<file path="src/rtl/ntt_pkg.sv">
// Shared types and constants for the NTT butterfly datapath.
// Imported by the scheduler and its address generator.
package ntt_pkg;

  typedef enum logic [1:0] {
    ST_IDLE,
    ST_ISSUE,
    ST_DRAIN,
    ST_DONE
  } bfly_state_t;

  localparam int NTT_LOGN = 8;

  localparam logic PE_SUM  = 1'b0;
  localparam logic PE_DIFF = 1'b1;

endpackage

</file>
<file path="src/rtl/ntt_bfly_addr_gen.sv">
// Combinational butterfly address / twiddle index generator.
// Half-span is always a power of two, so div/mod reduce to shift/mask.
module ntt_bfly_addr_gen
  import ntt_pkg::*;
#(
  parameter  int LOGN = NTT_LOGN,
  localparam int SW   = $clog2(LOGN)
) (
  input  logic [SW-1:0]   stage,
  input  logic [LOGN-2:0] j,
  input  logic            inv,
  output logic [LOGN-1:0] addr_a,
  output logic [LOGN-1:0] addr_b,
  output logic [LOGN-1:0] tf_addr
);

  logic [LOGN-1:0] jx;
  logic [LOGN-1:0] rs;
  logic [LOGN-1:0] lg;
  logic [LOGN-1:0] len;
  logic [LOGN-1:0] g;
  logic [LOGN-1:0] k;
  logic [LOGN-1:0] tfb;

  always_comb begin
    jx  = {1'b0, j};
    rs  = LOGN'(LOGN - 1) - LOGN'(stage);
    lg  = inv ? LOGN'(stage) : rs;
    len = LOGN'(1) << lg;
    g   = jx >> lg;
    k   = jx & (len - LOGN'(1));
    addr_a = (g << (lg + LOGN'(1))) | k;
    addr_b = addr_a + len;
    // Forward walks twiddle blocks upward, inverse walks them downward
    tfb = inv ? (LOGN'(1) << rs) : (LOGN'(1) << stage);
    tf_addr = tfb + g;
  end

endmodule

</file>
<file path="src/rtl/ntt_bfly_sched.sv">
// NTT/INTT butterfly issue scheduler: two PE ops per butterfly,
// stage-by-stage, with a writeback drain wait between stages.
module ntt_bfly_sched
  import ntt_pkg::*;
#(
  parameter  int LOGN = NTT_LOGN,
  localparam int SW   = $clog2(LOGN)
) (
  input  logic            clk,
  input  logic            rst_n,
  input  logic            start,
  input  logic            inv_mode,
  input  logic            drain_idle,
  input  logic            out_ready,
  output logic            out_valid,
  output logic [LOGN-1:0] addr_a,
  output logic [LOGN-1:0] addr_b,
  output logic [LOGN-1:0] tf_addr,
  output logic            pe_inv,
  output logic            pe_sub,
  output logic            tf_one,
  output logic [SW-1:0]   stage,
  output logic            busy,
  output logic            done
);

  localparam logic [LOGN-2:0] JMAX  = '1;
  localparam logic [SW-1:0]   SLAST = SW'(LOGN - 1);

  bfly_state_t     state_q, state_d;
  logic [SW-1:0]   stage_q, stage_d;
  logic [LOGN-2:0] j_q, j_d;
  logic            phase_q, phase_d;
  logic            inv_q, inv_d;
  logic [LOGN-1:0] a_q, b_q, tf_q;
  logic [LOGN-1:0] a_n, b_n, tf_n;

  // Fed with next-state so the registered fields line up with state_q
  ntt_bfly_addr_gen #(.LOGN(LOGN)) u_gen (
    .stage   (stage_d),
    .j       (j_d),
    .inv     (inv_d),
    .addr_a  (a_n),
    .addr_b  (b_n),
    .tf_addr (tf_n)
  );

  always_comb begin
    state_d = state_q;
    stage_d = stage_q;
    j_d     = j_q;
    phase_d = phase_q;
    inv_d   = inv_q;
    unique case (state_q)
      ST_IDLE: begin
        if (start) begin
          state_d = ST_ISSUE;
          inv_d   = inv_mode;
          stage_d = '0;
          j_d     = '0;
          phase_d = PE_SUM;
        end
      end
      ST_ISSUE: begin
        if (out_ready) begin
          if (phase_q == PE_SUM) begin
            phase_d = PE_DIFF;
          end else begin
            phase_d = PE_SUM;
            j_d     = j_q + 1'b1;
            if (j_q == JMAX) state_d = ST_DRAIN;
          end
        end
      end
      ST_DRAIN: begin
        if (drain_idle) begin
          if (stage_q == SLAST) begin
            state_d = ST_DONE;
          end else begin
            state_d = ST_ISSUE;
            stage_d = stage_q + 1'b1;
            j_d     = '0;
          end
        end
      end
      ST_DONE: state_d = ST_IDLE;
      default: state_d = ST_IDLE;
    endcase
  end

  always_ff @(posedge clk) begin
    if (!rst_n) begin
      state_q <= ST_IDLE;
      stage_q <= '0;
      j_q     <= '0;
      phase_q <= PE_SUM;
      inv_q   <= 1'b0;
      a_q     <= '0;
      b_q     <= '0;
      tf_q    <= '0;
    end else begin
      state_q <= state_d;
      stage_q <= stage_d;
      j_q     <= j_d;
      phase_q <= phase_d;
      inv_q   <= inv_d;
      a_q     <= a_n;
      b_q     <= b_n;
      tf_q    <= tf_n;
    end
  end

  assign out_valid = (state_q == ST_ISSUE);
  assign busy      = (state_q != ST_IDLE);
  assign done      = (state_q == ST_DONE);
  assign stage     = stage_q;
  assign addr_a    = a_q;
  assign addr_b    = b_q;
  assign tf_addr   = tf_q;
  assign pe_inv    = inv_q;
  assign pe_sub    = phase_q;
  assign tf_one    = inv_q & ~phase_q;

endmodule

</file>
<file path="config.mk">
export PLATFORM = sky130hd
export DESIGN_NAME = ntt_bfly_sched
export DESIGN_NICKNAME = d
export VERILOG_FILES = /design/src/rtl/ntt_pkg.sv /design/src/rtl/ntt_bfly_addr_gen.sv /design/src/rtl/ntt_bfly_sched.sv
export SDC_FILE = /design/constraint.sdc
export NUM_CORES = 1
export LEC_CHECK = 0
export ABC_CLOCK_PERIOD_IN_PS = 5800
export CORE_UTILIZATION = 56
export CTS_CLUSTER_SIZE = 8
export DETAILED_ROUTE_END_ITERATION = 8
export HOLD_SLACK_MARGIN = 0.05
export PLACE_DENSITY = 0.91
export SLEW_MARGIN = 40
export SYNTH_ARGS = -nofsm -noshare
export SYNTH_HDL_FRONTEND = slang
export SYNTH_SLANG_ARGS = --single-unit
export TNS_END_PERCENT = 50
</file>
<file path="constraint.sdc">
create_clock -name clk -period 5.8 [get_ports clk]
set_input_delay 0.87 -clock clk [delete_from_list [all_inputs] [get_ports clk]]
set_output_delay 0.87 -clock clk [all_outputs]
set_load 0.02 [all_outputs]
</file>
==> impl_results.md, run 1 <==
- Status: finished clean
- Slowest stage delay, CP: 0.54 ns
- Fraction of synthesized area in multiplexers: 5.41%
- HP Class: reg2reg
- Final worst slack: 0.448 ns
- Post-DRT Antenna Nets: 0
- CTS tree: yes
- Cts hold-fix bufs: 0
- Max transition margin: 45.3%
- Crit path DAT: 5.58 ns
- Pre-CTS WS: 0.222 ns
- Initial DRC Count: 238
- Core area: 0.00520 mm^2
- Post-synth EDFFs: 0
- Total power: 0.676 mW
- Clk buf depth: 2
- CP startpoint kind: input pin
- #FFs+latches synth: 38
- Post-synthesis instance total: 384
- Post-route cell area: 0.00366 mm^2
- Lkg Pwr: 1.51 nW
- Clock-pin slew on the worst setup and hold paths: 0.08 ns
- Clock sinks: 38
- IO Port Bufs: 38
- Slew of the pin with the lowest slew margin: 0.816 ns
- Upper clock frequency limit: 187 MHz
- Die Area: 0.00579 mm^2
- Die W: 76.1 um
- Unrepaired setup endpoints after global routing: no
- CTS H-tree depth: 2
- GR Overflow Total: 0
- TritonCTS Buffers: 5
- Critical-path top delay cell: clkdlybuf4s50_1
- Synth async-reset ratio: 0%
- Gpl congestion: 0.983
- Max-cap violation count: 0
- Crit. End Element: register
- Setup CP Type: in2reg
- Final Skew: 0.00613 ns
- Simple-gate share of the synthesized area: 24.3%
- First-pass GRT wire length: 13700 um
- Layout Nets: 457
- WL final: 8230 um
- Share of cells above drive strength 1: 11.9%
- Multi-input gate area: 0.00216 mm^2
- DR vias/cell: 6.27
- Clock Tree Root: clkbuf_8
- Most frequent cells in the layout: nor2_1, dfxtp_1, clkdlybuf4s50_1
- Final hold violation count: 0
- Largest net degree at the start of global routing: 28
- Power density cells: 185 mW/mm^2
- Adder-cell area share of the yosys netlist: 10.7%
- Synth Area in Compound Gates: 25.9%
- Setup bufs post-CTS: 0
- Synthesized area per cell: 8.01 um^2
- Vias: 3117
- Reg area: 761 um^2
- 1st-pass router iterations: 5
- Post-cts sizing count: 0
- Synth warn: 0
- Sequential area share after synthesis: 24.7%
- Worst-skew pair later-pin latency: 0.29 ns
- Crit share post-route: 92.3%
- Most common cell after layout, fill and taps aside: nor2_1
- Crit-path cells: clkdlybuf4s50_1 > nor3b_2 > mux2i_2 > nor3_2 > nor2_1 > ha_1 > ha_1 > a31o_2 > o32ai_1 > ha_1 > a21o_1 > a21oi_1 > o21bai_1 > a21oi_1 > o21ai_0 > xnor2_1 > or2_2 > mux2i_1
- Global-route usage over all layers: 29.2%
- Period minus WS final: 5.35 ns
- Max IR drop VDD: 0.000121 V
- Number of fillers in the final layout: 435
- P&R area growth vs syn: 18.9%
- WL/cell: 16.6 um
- N_diodes: 0
- Crit-path max FO: 7
- Die H: 76.1 um
- Largest family of logic cells by synthesized area: compound AO/OA/AOI/OAI gates
- Synth Area in XOR/XNOR: 3.94%
- IO Count: 39
- Total negative slack: 0 ns
- Cell Rows: 26
- Most numerous cell on the critical path: ha_1
- Initial core utilization: 59.1%
- Initial antenna violation count: 0
- Final setup viols: 0
- Synth cell types: 76
- Mapped Nets: 415
- Max-slew violations: 0
- Hpwl dp: 6360 um
- Mapped cell area: 0.00308 mm^2
- Most used DFF post-synth: dfxtp_1
- Worst EP required: 6.02 ns
- Post-place instance area: 0.00357 mm^2
- DRC: 0
- Number of global-route vias before repair: 2933
==> Yosys cell counts, types with 7 or more instances <==
master,count,share of area (%)
nor3_1,16,2.6
mux2_2,8,2.9
ha_1,23,9.4
nand2_1,29,3.5
xnor2_1,7,2.0
nand3_1,9,1.5
a21oi_1,28,4.6
clkbuf_1,13,1.6
nor2_1,39,4.8
o21bai_1,7,1.7
and2_1,17,3.5
dfxtp_1,38,25
inv_1,17,2.1
o21ai_0,14,2.3
==> worst paths after layout <==
check	depth (start not counted)	slack, ns	start	endpoint
worst min register to register	2	0.68	pe_sub$_SDFFE_PN0P_	pe_sub$_SDFFE_PN0P_
worst max-delay path	18	0.45	start	addr_b[7]$_SDFF_PN0_
worst min-delay path	2	0.68	pe_sub$_SDFFE_PN0P_	pe_sub$_SDFFE_PN0P_
worst max register to register	18	0.89	stage[0]$_SDFF_PN0_	addr_b[7]$_SDFF_PN0_
==> critical path: cells and delay by family <==
kind,cells,cell delay (ns)
AO/OA/AOI/OAI,7,1.51
XOR/XNOR,1,0.17
buffers and inverters,1,0.54
multiplexers,2,0.57
AND/OR/NAND/NOR,4,1.06
adder cells (fa/ha/maj),3,0.85
==> state kept, by name (all words and copies together), names as in the netlist <==
signal	count
j_q	7
stage	3
addr_b	8
state_q	2
pe_sub	1
pe_inv	1
tf_addr	8
addr_a	8
==> cell type report <==
cell class	count	share of cell area (%)
clock inverter	1	0.137
inverter	19	1.98
multi-input combinational	310	59.0
clock buffer	7	2.36
timing repair buffer	52	13.3
sequential	38	20.8
tap	70	2.39
==> stage by stage <==
stage	utilization [%]	cells	hold slack, ns
after floorplan	-	384	0.535
after global placement	68.5	489	0.608
after detailed placement	68.5	489	0.644
after CTS	70.3	497	0.665
after global routing	70.3	497	0.729
final	70.3	497	0.676
==> metal layers <==
metal | wire [um] | track usage (%) | vias up
met1 | 3530 | 37.7 | 1453
met2 | 3880 | 48.3 | 154
met4 | 158 | 11.5 | 0
met5 | 0 | 0 | -
met3 | 656 | 5.27 | 15
li1 | - | - | 1495
==> logic make-up (layout without fill, tap and decap cells) <==
| group | after synthesis | after routing |
|---|---|---|
| AOI/OAI and AO/OA | 111 | 111 |
| xor gates and xnor gates | 13 | 13 |
| adders and majority gates | 25 | 25 |
| buffers and inverters | 36 | 79 |
| DFF | 38 | 38 |
| muxes | 14 | 14 |
| and+or+nand+nor | 147 | 147 |
==> power breakdown <==
part           total (mW)  switching [mW]  internal (mW)
Combinational       0.211           0.123         0.0883
Sequential          0.275         0.00392          0.271
Clock               0.190          0.0936         0.0959
Total               0.676           0.220          0.456
Power figures use the tool's default switching activity.
==> run 2: changes to the inputs <==
--- a/config.mk
+++ b/config.mk
@@ -5,12 +5,13 @@
 export SDC_FILE = /design/constraint.sdc
 export NUM_CORES = 1
 export LEC_CHECK = 0
-export ABC_CLOCK_PERIOD_IN_PS = 5800
-export CORE_UTILIZATION = 56
+export ABC_CLOCK_PERIOD_IN_PS = 6600
+export CORE_ASPECT_RATIO = 1.75
+export CORE_UTILIZATION = 50
 export CTS_CLUSTER_SIZE = 8
 export DETAILED_ROUTE_END_ITERATION = 8
 export HOLD_SLACK_MARGIN = 0.05
-export PLACE_DENSITY = 0.91
+export PLACE_DENSITY = 0.83
 export SLEW_MARGIN = 40
 export SYNTH_ARGS = -nofsm -noshare
 export SYNTH_HDL_FRONTEND = slang
==> constraint.sdc (replaced) <==
create_clock -name clk -period 6.6 [get_ports clk]
set_input_delay 0.99 -clock clk [delete_from_list [all_inputs] [get_ports clk]]
set_output_delay 0.99 -clock clk [all_outputs]
set_load 0.02 [all_outputs]
==> impl_results.md, run 2 (same netlist as run 1, synthesis figures left out) <==
- Status: finished clean
- Clock share of power: 37.1%
- Post-place instance area: 0.00352 mm^2
- Hpwl dp: 6320 um
- Worst-skew pair later-pin latency: 0.30 ns
- Upper clock frequency limit: 175 MHz
- Global-route usage over all layers: 28.9%
- Crit path DAT: 5.96 ns
- Clock sinks: 38
- IO Count: 39
- Combinational Power Share: 26.3%
- Min Hold Slack: 0.609 ns
- Power density cells: 183 mW/mm^2
- Largest net degree at the start of global routing: 28
- P_int: 0.473 mW
- Clock-pin slew on the worst setup and hold paths: 0.08 ns
- Vias: 3071
- Crit-path cells: clkdlybuf4s50_1 > nor3b_2 > mux2i_2 > nor3_1 > or2_1 > ha_1 > ha_1 > a31o_2 > o32ai_1 > ha_1 > a21o_1 > a21oi_1 > o21bai_1 > a21oi_1 > o21ai_0 > xnor2_1 > or2_2 > mux2i_1
- Non-Filler Instances: 497
- Setup CP Type: in2reg
- Lkg Pwr: 1.49 nW
- Crit-path max FO: 10
- Worst reg2reg path depth: 17
- Die Area: 0.00648 mm^2
- CP startpoint kind: input pin
- Die W: 61.3 um
- Period minus WS final: 5.73 ns
- Clk buf depth: 2
- Final hold violation count: 0
- DRC: 0
- 1st-pass router iterations: 5
- Worst Hold Path Cells: 3
- Crit. End Element: register
- Multi-input gate area: 0.00216 mm^2
- Max-slew violations: 0
- DR vias/cell: 6.18
- Core area: 0.00593 mm^2
- Unrepaired setup endpoints after global routing: no
- Initial antenna violation count: 0
- Most numerous cell on the critical path: ha_1
- Setup bufs post-CTS: 0
- Most frequent cells in the layout: nor2_1, dfxtp_1, clkdlybuf4s50_1
- Cts hold-fix bufs: 0
- Net switching power: 0.198 mW
- Final Skew: 0.00332 ns
- Final setup viols: 0
- Reg area: 761 um^2
- Initial DRC Count: 265
- Share of cells above drive strength 1: 11.0%
- Net Sw Frac: 29.6%
- Worst EP required: 6.84 ns
- Post-cts sizing count: 0
- Total negative slack: 0 ns
- Slew of the pin with the lowest slew margin: 0.750 ns
- Slowest stage delay, CP: 0.55 ns
- HP Class: reg2reg
- Post-DRT Antenna Nets: 0
- Die H: 106 um
- Pre-CTS WS: 0.588 ns
- Number of fillers in the final layout: 564
- Max-cap violation count: 0
- Critical-path top delay cell: clkdlybuf4s50_1
- Gpl congestion: 1.01
- First-pass GRT wire length: 13900 um
- IO Port Bufs: 38
- WL/cell: 17.0 um
- Total power: 0.671 mW
- CTS H-tree depth: 2
- Max transition margin: 50.0%
- Dpl cells: 489
- Final core occ: 61.8%
- Max IR drop VDD: 0.000152 V
- CTS tree: yes
- P&R area growth vs syn: 19.1%
- Final worst slack: 0.872 ns
- Initial core utilization: 51.9%
- Post-route cell area: 0.00366 mm^2
- GR Overflow Total: 0
- Cell Rows: 37
- Most common cell after layout, fill and taps aside: nor2_1
- WL final: 8440 um
- Number of global-route vias before repair: 2993
- Flop pwr share: 36.6%
- Layout Nets: 449
- Crit share post-route: 86.8%
- N_diodes: 0
- Clock Tree Root: clkbuf_8
- TritonCTS Buffers: 5
[run 2: changes by cell type in the layout (fill, tap and decap cells not counted)]
cell	delta
clkinv_1	-1
clkbuf_1	-1
a211oi_1	-1
a211oi_2	+1
inv_2	+1
buf_4	-8
bufinv_16	+2
clkinv_2	-1
[run 2: power groups by stage]
| stage | Clock (mW) | Combinational, mW | Sequential [mW] |
|---|---|---|---|
| final | 0.249 | 0.176 | 0.245 |
| after CTS | 0.255 | 0.175 | 0.245 |
| after global placement | 0 | 0.172 | 0.250 |
| after detailed placement | 0 | 0.173 | 0.250 |
| after floorplan | 0 | 0.114 | 0.259 |
| after global routing | 0.264 | 0.192 | 0.246 |
[run 2: routing by layer]
layer | track usage (%) | routed length [um] | vias to the layer above
li1 | - | - | 1470
met1 | 33.3 | 3240 | 1463
met2 | 47.6 | 4490 | 102
met3 | 5.64 | 313 | 36
met4 | 15.9 | 394 | 0
met5 | 0 | 0 | -
[run 2: area by class of cell]
cell class                 count  share of cell area (%)
clock inverter                 2                    1.64
timing repair buffer          44                    11.6
sequential                    38                    20.8
multi-input combinational    310                    59.1
tap                           78                    2.66
inverter                      19                    1.98
clock buffer                   6                    2.25
[run 2: final timing paths]
path,startpoint,end,slack (ns)
worst max-delay path,start,addr_b[7]$_SDFF_PN0_,0.87
worst min-delay path,j_q[6]$_SDFF_PN0_,state_q[0]$_SDFFE_PN0P_,0.61
worst max register to register,state_q[1]$_SDFFE_PN0P_,addr_b[7]$_SDFF_PN0_,1.37
worst min register to register,j_q[6]$_SDFF_PN0_,state_q[0]$_SDFFE_PN0P_,0.61
[run 2: worst max-delay path, delay by kind of cell]
family,cells,cell delay [ns]
compound gates,7,1.61
xor+xnor,1,0.16
fa+ha+maj,3,1.03
buf+inv,1,0.55
mux,2,0.56
simple gates,4,1.07
==> run 3: changes to the inputs <==
--- a/config.mk
+++ b/config.mk
@@ -7,11 +7,11 @@
 export LEC_CHECK = 0
 export ABC_CLOCK_PERIOD_IN_PS = 6600
 export CORE_ASPECT_RATIO = 1.75
-export CORE_UTILIZATION = 50
+export CORE_UTILIZATION = 43
 export CTS_CLUSTER_SIZE = 8
 export DETAILED_ROUTE_END_ITERATION = 8
 export HOLD_SLACK_MARGIN = 0.05
-export PLACE_DENSITY = 0.83
+export PLACE_DENSITY = 0.75
 export SLEW_MARGIN = 40
 export SYNTH_ARGS = -nofsm -noshare
 export SYNTH_HDL_FRONTEND = slang
==> impl_results.md, run 3 (same netlist as run 1, synthesis figures left out) <==
- DR vias/cell: 5.95
- Multi-input gate area: 0.00216 mm^2
- Final setup viols: 0
- GR Overflow Total: 0
- TritonCTS Buffers: 5
- WL/cell: 16.9 um
- Worst-skew pair later-pin latency: 0.29 ns
- DRC: 0
- Non-Filler Instances: 505
- Slowest stage delay, CP: 0.53 ns
- HP Class: reg2reg
- Largest net degree at the start of global routing: 28
- Number of buffers and inverters on the critical path: 1
- Final Skew: 0.00199 ns
- Upper clock frequency limit: 175 MHz
- Crit path DAT: 5.93 ns
- Hpwl dp: 6520 um
- Total negative slack: 0 ns
- WL final: 8560 um
- Cell Rows: 40
- Cts hold-fix bufs: 0
- Crit share post-route: 86.5%
- Final hold violation count: 0
- Top delay family on crit path: compound AO/OA/AOI/OAI gates
- N_diodes: 0
- Crit-path max FO: 11
- Share of cells above drive strength 1: 11.2%
- Setup bufs post-CTS: 0
- Clock-pin slew on the worst setup and hold paths: 0.06 ns
- Crit. End Element: register
- Max transition margin: 49.3%
- Gpl congestion: 0.972
- Slew of the pin with the lowest slew margin: 0.757 ns
- Lkg Pwr: 1.50 nW
- Setup CP Type: in2reg
- Reg area: 761 um^2
- CTS H-tree depth: 2
- Dpl cells: 497
- Number of fillers in the final layout: 695
- CTS tree: yes
- Clock sinks: 38
- CP startpoint kind: input pin
- Global-route usage over all layers: 24.2%
- Initial DRC Count: 154
- Max IR drop VDD: 0.000122 V
- Most common cell after layout, fill and taps aside: nor2_1
- 1st-pass router iterations: 5
- First-pass GRT wire length: 13800 um
- Layout Nets: 451
- Post-DRT Antenna Nets: 0
- Clk buf depth: 2
- Die H: 114 um
- Core area: 0.00691 mm^2
- Initial core utilization: 44.5%
- Max-cap violation count: 0
- Status: finished clean
- Period minus WS final: 5.71 ns
- Number of global-route vias before repair: 3021
- Unrepaired setup endpoints after global routing: no
- Max-slew violations: 0
- Clock Tree Root: clkbuf_16
- Worst EP required: 6.82 ns
- Power density cells: 183 mW/mm^2
- Most numerous cell on the critical path: ha_1
- P&R area growth vs syn: 20.0%
- Initial antenna violation count: 0
- Total power: 0.674 mW
- Die Area: 0.00751 mm^2
- IO Count: 39
- Crit-path cells: clkdlybuf4s50_1 > nor3b_2 > mux2i_2 > nor3_1 > or2_1 > ha_1 > ha_1 > a31o_2 > o32ai_1 > ha_1 > a21o_1 > a21oi_1 > o21bai_1 > a21oi_1 > o21ai_0 > xnor2_1 > or2_2 > mux2i_1
- Critical-path top delay cell: clkdlybuf4s50_1
- Post-cts sizing count: 0
- Vias: 3005
- Die W: 65.9 um
- IO Port Bufs: 38
- Most frequent cells in the layout: nor2_1, dfxtp_1, clkdlybuf4s50_1
run 3: cell types whose count changed in the layout (fill, tap and decap cells not counted):
| cell | previous run | this run |
|---|---|---|
| clkbuf_16 | 0 | 5 |
| clkbuf_8 | 6 | 1 |
| buf_4 | 6 | 8 |
| bufinv_16 | 2 | 0 |
| clkinv_2 | 1 | 3 |
| a211oi_1 | 3 | 4 |
| a211oi_2 | 2 | 1 |
| clkinvlp_4 | 0 | 1 |
| inv_2 | 1 | 0 |
run 3: layer usage:
metal	track usage (%)	wire [um]	vias up	share of wire, %
li1	-	-	1470	-
met1	23.4	3270	1412	38
met2	43.9	4610	91	54
met3	4.30	273	32	3.2
met4	17.6	411	0	4.8
met5	0	0	-	0
run 3: worst reg2reg max path: stages (launching register included):
cell and delay (ns):
dfxtp_1 0.78, o21bai_1 0.31, a211o_2 0.40, a21oi_1 0.20
or2_1 0.38, ha_1 0.28, ha_1 0.34, a31o_2 0.29
o32ai_1 0.46, ha_1 0.33, a21o_1 0.15, a21oi_1 0.22
o21bai_1 0.09, a21oi_1 0.22, o21ai_0 0.15, xnor2_1 0.15
or2_2 0.27, mux2i_1 0.13
run 3: through the flow:
stage	hold WS [ns]	cell area, um^2	util, %	setup slack, ns
after detailed placement	0.631	3540	51.2	0.613
after global placement	0.607	3540	51.2	0.785
final	0.634	3690	53.4	0.892
after global routing	0.679	3690	53.4	0.499
after floorplan	0.535	3080	-	1.38
after CTS	0.645	3690	53.4	0.891
run 3: final cells by class:
cell class              instances  area share (%)
clock buffers                   6            3.76
clock inverters                 2           0.339
inverters                      19            2.00
multi-input cells             310            58.5
flip-flops and latches         38            20.6
well taps                      84            2.85
repair buffers                 46            11.9
run 3: worst paths after layout:
| path | start | endpoint | slack (ns) | cells past startpoint |
|---|---|---|---|---|
| worst min-delay path | j_q[6]$_SDFF_PN0_ | state_q[0]$_SDFFE_PN0P_ | 0.63 | 3 |
| worst max register to register | state_q[1]$_SDFFE_PN0P_ | addr_b[7]$_SDFF_PN0_ | 1.38 | 17 |
| worst min register to register | j_q[6]$_SDFF_PN0_ | state_q[0]$_SDFFE_PN0P_ | 0.63 | 3 |
| worst max-delay path | start | addr_b[7]$_SDFF_PN0_ | 0.89 | 18 |
run 3: report_power, final:
group	switching [mW]	leakage, nW	total (mW)	internal (mW)
combinational	0.104	1.12	0.178	0.0745
clock	0.101	0.0729	0.251	0.150
sequential	0.00663	0.308	0.246	0.239
